File: config.mk
export PLATFORM = sky130hd
export DESIGN_NAME = if_id_buffer
export DESIGN_NICKNAME = d
export VERILOG_FILES = /design/src/rtl/if_id_buffer.sv
export SDC_FILE = /design/constraint.sdc
export NUM_CORES = 1
export LEC_CHECK = 0
export BUFFER_PORTS_ARGS = -buffer_cell sky130_fd_sc_hd__buf_4
export CORE_MARGIN = 2
export CORE_UTILIZATION = 48
export DETAILED_ROUTE_END_ITERATION = 8
export GPL_ROUTABILITY_DRIVEN = 0
export PLACE_DENSITY = 0.83
export SYNTH_ARGS = -nofsm -noshare
export SYNTH_HDL_FRONTEND = slang
export SYNTH_SLANG_ARGS = --single-unit
File: constraint.sdc
create_clock -name clk -period 1.5 [get_ports clk]
set_input_delay 0.3 -clock clk [delete_from_list [all_inputs] [get_ports clk]]
set_output_delay 0.3 -clock clk [all_outputs]
set_load 0.02 [all_outputs]
File: src/rtl/if_id_buffer.sv
// if_id_buffer: fetch-to-decode pipeline register with a 2-entry skid buffer
module if_id_buffer #(
  parameter int WIDTH = 32,
  parameter logic [WIDTH-1:0] NOP_INST = '0,
  parameter int CNT_W = 16
) (
  input  logic             clk,
  input  logic             rst,
  input  logic             in_valid,
  output logic             in_ready,
  input  logic [WIDTH-1:0] in_inst,
  input  logic [WIDTH-1:0] in_pc,
  input  logic [WIDTH-1:0] in_next_pc,
  input  logic             flush,
  output logic             out_valid,
  input  logic             out_ready,
  output logic [WIDTH-1:0] out_inst,
  output logic [WIDTH-1:0] out_pc,
  output logic [WIDTH-1:0] out_next_pc,
  output logic [CNT_W-1:0] stall_cnt
);
  typedef enum logic [1:0] {EMPTY, ONE, TWO} state_t;
  state_t state, state_n;
  logic [WIDTH-1:0] main_inst, skid_inst, skid_pc, skid_npc;
  logic acc, pop, load_in, load_skid, shift;
  assign acc = in_valid & in_ready;
  assign pop = out_valid & out_ready;
  assign out_valid = state != EMPTY;
  assign out_inst = out_valid ? main_inst : NOP_INST;
  always_comb begin
    state_n = state;
    load_in = 1'b0;
    load_skid = 1'b0;
    shift = 1'b0;
    if (flush) state_n = EMPTY;
    else
      case (state)
        EMPTY: if (acc) begin state_n = ONE; load_in = 1'b1; end
        ONE: begin
          load_in = acc & pop;
          load_skid = acc & ~pop;
          state_n = acc ? (pop ? ONE : TWO) : (pop ? EMPTY : ONE);
        end
        TWO: if (pop) begin state_n = ONE; shift = 1'b1; end
        default: state_n = EMPTY;
      endcase
  end
  // in_ready comes from next state so it is a plain flop, never a path from out_ready
  always_ff @(posedge clk or negedge rst)
    if (!rst) begin
      state <= EMPTY;
      in_ready <= 1'b1;
    end else begin
      state <= state_n;
      in_ready <= state_n != TWO;
    end
  always_ff @(posedge clk or negedge rst)
    if (!rst) begin
      main_inst <= NOP_INST;
      out_pc <= '0;
      out_next_pc <= '0;
      skid_inst <= '0;
      skid_pc <= '0;
      skid_npc <= '0;
    end else begin
      if (load_in) begin
        main_inst <= in_inst;
        out_pc <= in_pc;
        out_next_pc <= in_next_pc;
      end else if (shift) begin
        main_inst <= skid_inst;
        out_pc <= skid_pc;
        out_next_pc <= skid_npc;
      end
      if (flush) begin
        skid_inst <= '0;
        skid_pc <= '0;
        skid_npc <= '0;
      end else if (load_skid) begin
        skid_inst <= in_inst;
        skid_pc <= in_pc;
        skid_npc <= in_next_pc;
      end
    end
  always_ff @(posedge clk or negedge rst)
    if (!rst) stall_cnt <= '0;
    else if (out_valid && !out_ready && !flush && stall_cnt != '1) stall_cnt <= stall_cnt + 1'b1;
endmodule

# Word level (Yosys, flattened, before mapping)
# Index checks and enable logic that the tools add are counted.
# W data, S select, Z words.
# op_classes
eq_ne	4
n_bitwise	5
muxes	28
n_reduce_logical	9
add_sub_neg	1
# ops
cell	count
$mux W32	13
$add A16 B1 Y16 const B	1
$ne A16 B16 Y1 const B	1
$mux W2	5
$mux W1	8
$pmux W2 S3	1
$reduce_bool A2 Y1	3
$and A1 B1 Y1	4
$logic_and A1 B1 Y1	3
$eq A2 B1 Y1 const B	1
$eq A2 B2 Y1 const B	1
$logic_not A1 Y1	2
$logic_not A2 Y1	1
$ne A2 B2 Y1 const B	1
$pmux W1 S2	1
$not A1 Y1	1
# word_totals
inputBits	101
register_bits	211

# Longest topological paths before layout
# logic_depth
depth_word	8
mapped_depth	7
ltp_nobuf	5

# Least setup slack after synthesis
# Ideal clock, no wire load.
# synth_path
path_type	register to register
start	register stall_cnt[0]
end	register stall_cnt[1]
arrival_time_ns	1.669
period_less_slack_ns	1.797
n_path_buf	0
setup_time_ns	0.128
slack_ns	-0.297
stages_incl_launch_ff	6
cell_sequence	dfrtp_1 -> ha_1 -> nand3_1 -> nor4b_4 -> nor2_1 -> mux2_1
# synth_between
elab_chain_len	2
elab_cells_between_ends	3
cone_classes	add/sub (1); eq/ne (1); reduce/logical (1)
# synth_lines
item	line_no	source
start, declared	20	output logic [CNT_W-1:0] stall_cnt
start signal, assigned	87	else if (out_valid && !out_ready && !flush && stall_cnt != '1) stall_cnt <= stall_cnt + 1'b1;
parallel branches: the longest is 2 deep, another holds $add A16 B1 Y16	--	
# Parallel ways; which one is timed is not known.
# A chain may end at the register's enable or synchronous reset.

# Final worst setup path
# layout_path
start	register state[0]
end	register skid_pc[2]
# layout_between
elab_chain_len	7
elab_cells_between_ends	8
cone_classes	eq/ne (1); mux (2); bitwise (3); reduce/logical (2)
# layout_lines
item	line_no	source
start, declared	23	state_t state, state_n;
start signal, assigned	54	state <= state_n;
$reduce_bool A2 Y1	28	assign out_valid = state != EMPTY;
$and A1 B1 Y1	27	assign pop = out_valid & out_ready;
$not A1 Y1	41	load_skid = acc & ~pop;
$and A1 B1 Y1	41	
$mux W1 *	37	case (state)
$mux W1 *	35	if (flush) state_n = EMPTY;
$reduce_bool A2 Y1 (no line) *	--	
end signal, assigned	81	skid_pc <= in_pc;
end, declared	24	logic [WIDTH-1:0] main_inst, skid_inst, skid_pc, skid_npc;
# Every way passes the cells marked *; elsewhere a longest branch is shown, timed or not.

==> impl_metrics.tcl <==
set metrics [dict create \
    port_buffers 214 \
    pre_cts_ws_ns -0.130 \
    cts_root_buf "clkbuf_16" \
    instances_no_fill 1416 \
    final_core_util 0.756 \
    top_usage_layer "met2" \
    final_area_um2 14100 \
    tns_ns -95.51 \
    outcome "complete, but fails checks" \
    cts_tree "built" \
    p_total_mw 16.5 \
    maxSlewViolCount 0 \
    tightestPinTransition_ns 0.531 \
    crit_type "register to register" \
    layout-drive-gt1-share 0.426 \
    end_kind "register" \
    synthCells 861 \
    fin_crit_ns 2.01 \
    drc 0 \
    dpl.hpwl_um 15900 \
    clock_path_buffers 3 \
    grt-ovfl-total 0 \
    num_antenna_cells 0 \
    power.density_nw_per_um2 1170 \
    layout_setup_ws_ns -0.511 \
    fmax_mhz 497 \
    area_delta_synth_final_pct 55.7 \
    dieArea_um2 19900 \
    postSynth.topFlopCell "dfrtp_1" \
    start_util 0.486 \
    pin_count 215 \
    worstSkewPairLatency_ns 0.50 \
    antenna_found_initial 0 \
    wl_um 31100 \
    routed_via_density 5.91 \
    core_um2 18600 \
    cts_max_level 1 \
    grt_pass1_wl_um 47200 \
    clk_pin_slew_ns 0.06 \
    use_met2 0.511 \
    die_h_um 141 \
    nets 1273 \
    hold_ws_ns 0.0428 \
    vias 8373 \
    setup_violations 234 \
    grt_max_degree 52 \
    ys_ff_latch 211 \
    use_met1 0.374 \
    clkSinkCount 211 \
    cts_buffers 22 \
    place_area_um2 11600 \
    wl_per_cell_um 21.9 \
    postRouteAntennaNets 0 \
    fillers 1117 \
    syn_avg_cell_area_um2 10.5 \
    synth.distinct_cells 37 \
    vdd_ir_drop_max_mv 0.905 \
    synthArstFlopShare 1.00 \
    rsz0062_at_grt "true" \
    synth_nets 963 \
    die_width_um 141 \
    grt_pass1_vias 8732 \
    firstDrtPassIters 4 \
    yosys_warnings 0 \
    place_inst 1314 \
    finClkSkew_ns 0.00849 \
    relSlewSlack 0.646 \
    r2r_setup_slack_ns -0.51 \
    synth-edff-count 0 \
    core.rowCount 50 \
    final_hold_viol_count 0 \
    p_leak_nw 7.15 \
    cp-start-kind "register" \
    worstPathRequired_ns 1.86 \
    period_share 1.34 \
    drtIter0Drc 579 \
    synth.yosys.seq_area_share 0.585 \
    syn_area_um2 9020 \
    grt_use_met3 0.0611 \
    crit_path_max_fanout 8 \
    worst_ep_arrival_time_ns 2.37 \
    drv_cap 0 \
    grt_util_all_layers 0.302 \
    violations "negative setup slack" \
    hold_path.class "input port to register" \
]
[layout make-up]
type                            instances  area [um^2]  area share
Sequential cell                       211         5290       0.376
Multi-Input combinational cell        582         3930       0.280
Timing Repair Buffer                  352         3820       0.272
Clock buffer                           31          666      0.0474
Tap cell                              234          293      0.0208
Clock inverter                          4         47.5     0.00338
Inverter                                2         7.51    0.000534
[cells in the mapped netlist (2+ instances only)]
master	instances	share of area
a21o_1	97	0.081
a21oi_1	97	0.054
a22o_1	96	0.093
a31oi_1	2	0.0014
and2_1	33	0.023
and4_1	2	0.0019
buf_1	2	0.00083
buf_2	24	0.013
clkbuf_1	40	0.017
dfrtp_1	210	0.58
inv_1	2	0.00083
nand2_1	201	0.084
nand3_1	4	0.0022
nand4_1	2	0.0014
nor2_1	7	0.0029
nor3_1	7	0.0039
nor4_1	3	0.0021
or2_1	2	0.0014
xor2_1	12	0.012
[cells in the final DEF, fill, tap and decap left out, types with 3 or more instances in the layout]
| master | n |
|---|---|
| a21oi_2 | 24 |
| a22o_1 | 96 |
| buf_12 | 38 |
| buf_6 | 39 |
| nor3_1 | 4 |
| buf_4 | 244 |
| clkbuf_16 | 26 |
| nand2_1 | 137 |
| a21o_1 | 97 |
| nor4_2 | 3 |
| and2_1 | 30 |
| a21oi_1 | 73 |
| nand2_2 | 47 |
| nand2_4 | 16 |
| dfrtp_2 | 6 |
| dfrtp_1 | 204 |
| clkbuf_8 | 7 |
| nand3_1 | 3 |
| xor2_1 | 12 |
| buf_16 | 24 |
| nor2_1 | 4 |
| nor3_4 | 4 |
[sequential cells by signal, summed over array words and instances (netlist names)]
register / count
state: 2
out_next_pc: 32
out_pc: 32
skid_npc: 32
skid_pc: 32
main_inst: 32
skid_inst: 32
stall_cnt: 16
in_ready: 1
[power by group]
group / internal, mW / switching [mW] / leakage, nW
logic: 2.13 / 2.06 / 4.03
registers: 6.35 / 0.478 / 2.77
clock network: 3.23 / 2.21 / 0.351
total: 11.7 / 4.75 / 7.15
[kinds of logic after synthesis]
group	after synthesis	synth area share
mux	3	0.00360
compound gates	293	0.230
simple gates	271	0.135
flops	211	0.585
xor+xnor	13	0.0126
fa+ha+maj	1	0.00139
buf+inv	69	0.0324
[metal layers]
layer | up-vias | share of wire | routed length [um]
met5 | - | 0 | 0
met4 | 0 | 0.048 | 1510
met3 | 125 | 0.079 | 2450
met2 | 444 | 0.50 | 15600
met1 | 4164 | 0.37 | 11500
li1 | 3640 | - | -
[path summary, 6_finish.rpt]
kind / start / to / depth (start not counted)
hold / removal: in_next_pc[27] / skid_npc[27] / 3
setup / recovery: state[0] / skid_pc[2] / 11
setup reg to reg: state[0] / skid_pc[2] / 11
min in group asynchronous: rst / skid_pc[11] / 2
hold reg to reg: main_inst[10] / main_inst[10] / 1
max in group asynchronous: rst / main_inst[9] / 3
[worst max-delay path: stages (launching register included)]
cell and delay [ns]:
dfrtp_1 0.40, buf_4 0.15, buf_6 0.12, and2b_2 0.22
buf_6 0.12, buf_6 0.10, buf_6 0.12, and2_4 0.19
buf_12 0.15, buf_12 0.15, nand2_2 0.06, a21oi_1 0.07
[what timing repair did]
| item | 4_1_cts | 5_1_grt |
|---|---|---|
| pin swaps | 120 | 37 |
| hold buffers | 1 | 0 |
| cloned | 29 | 3 |
| endpoints found under the hold margin | 35 | 0 |
| gates resized for setup | 125 | 73 |
| setup buffers | 33 | 12 |
| endpoints found under the setup margin | 201 | 254 |
No activity file was read; power rests on OpenSTA's default activity.
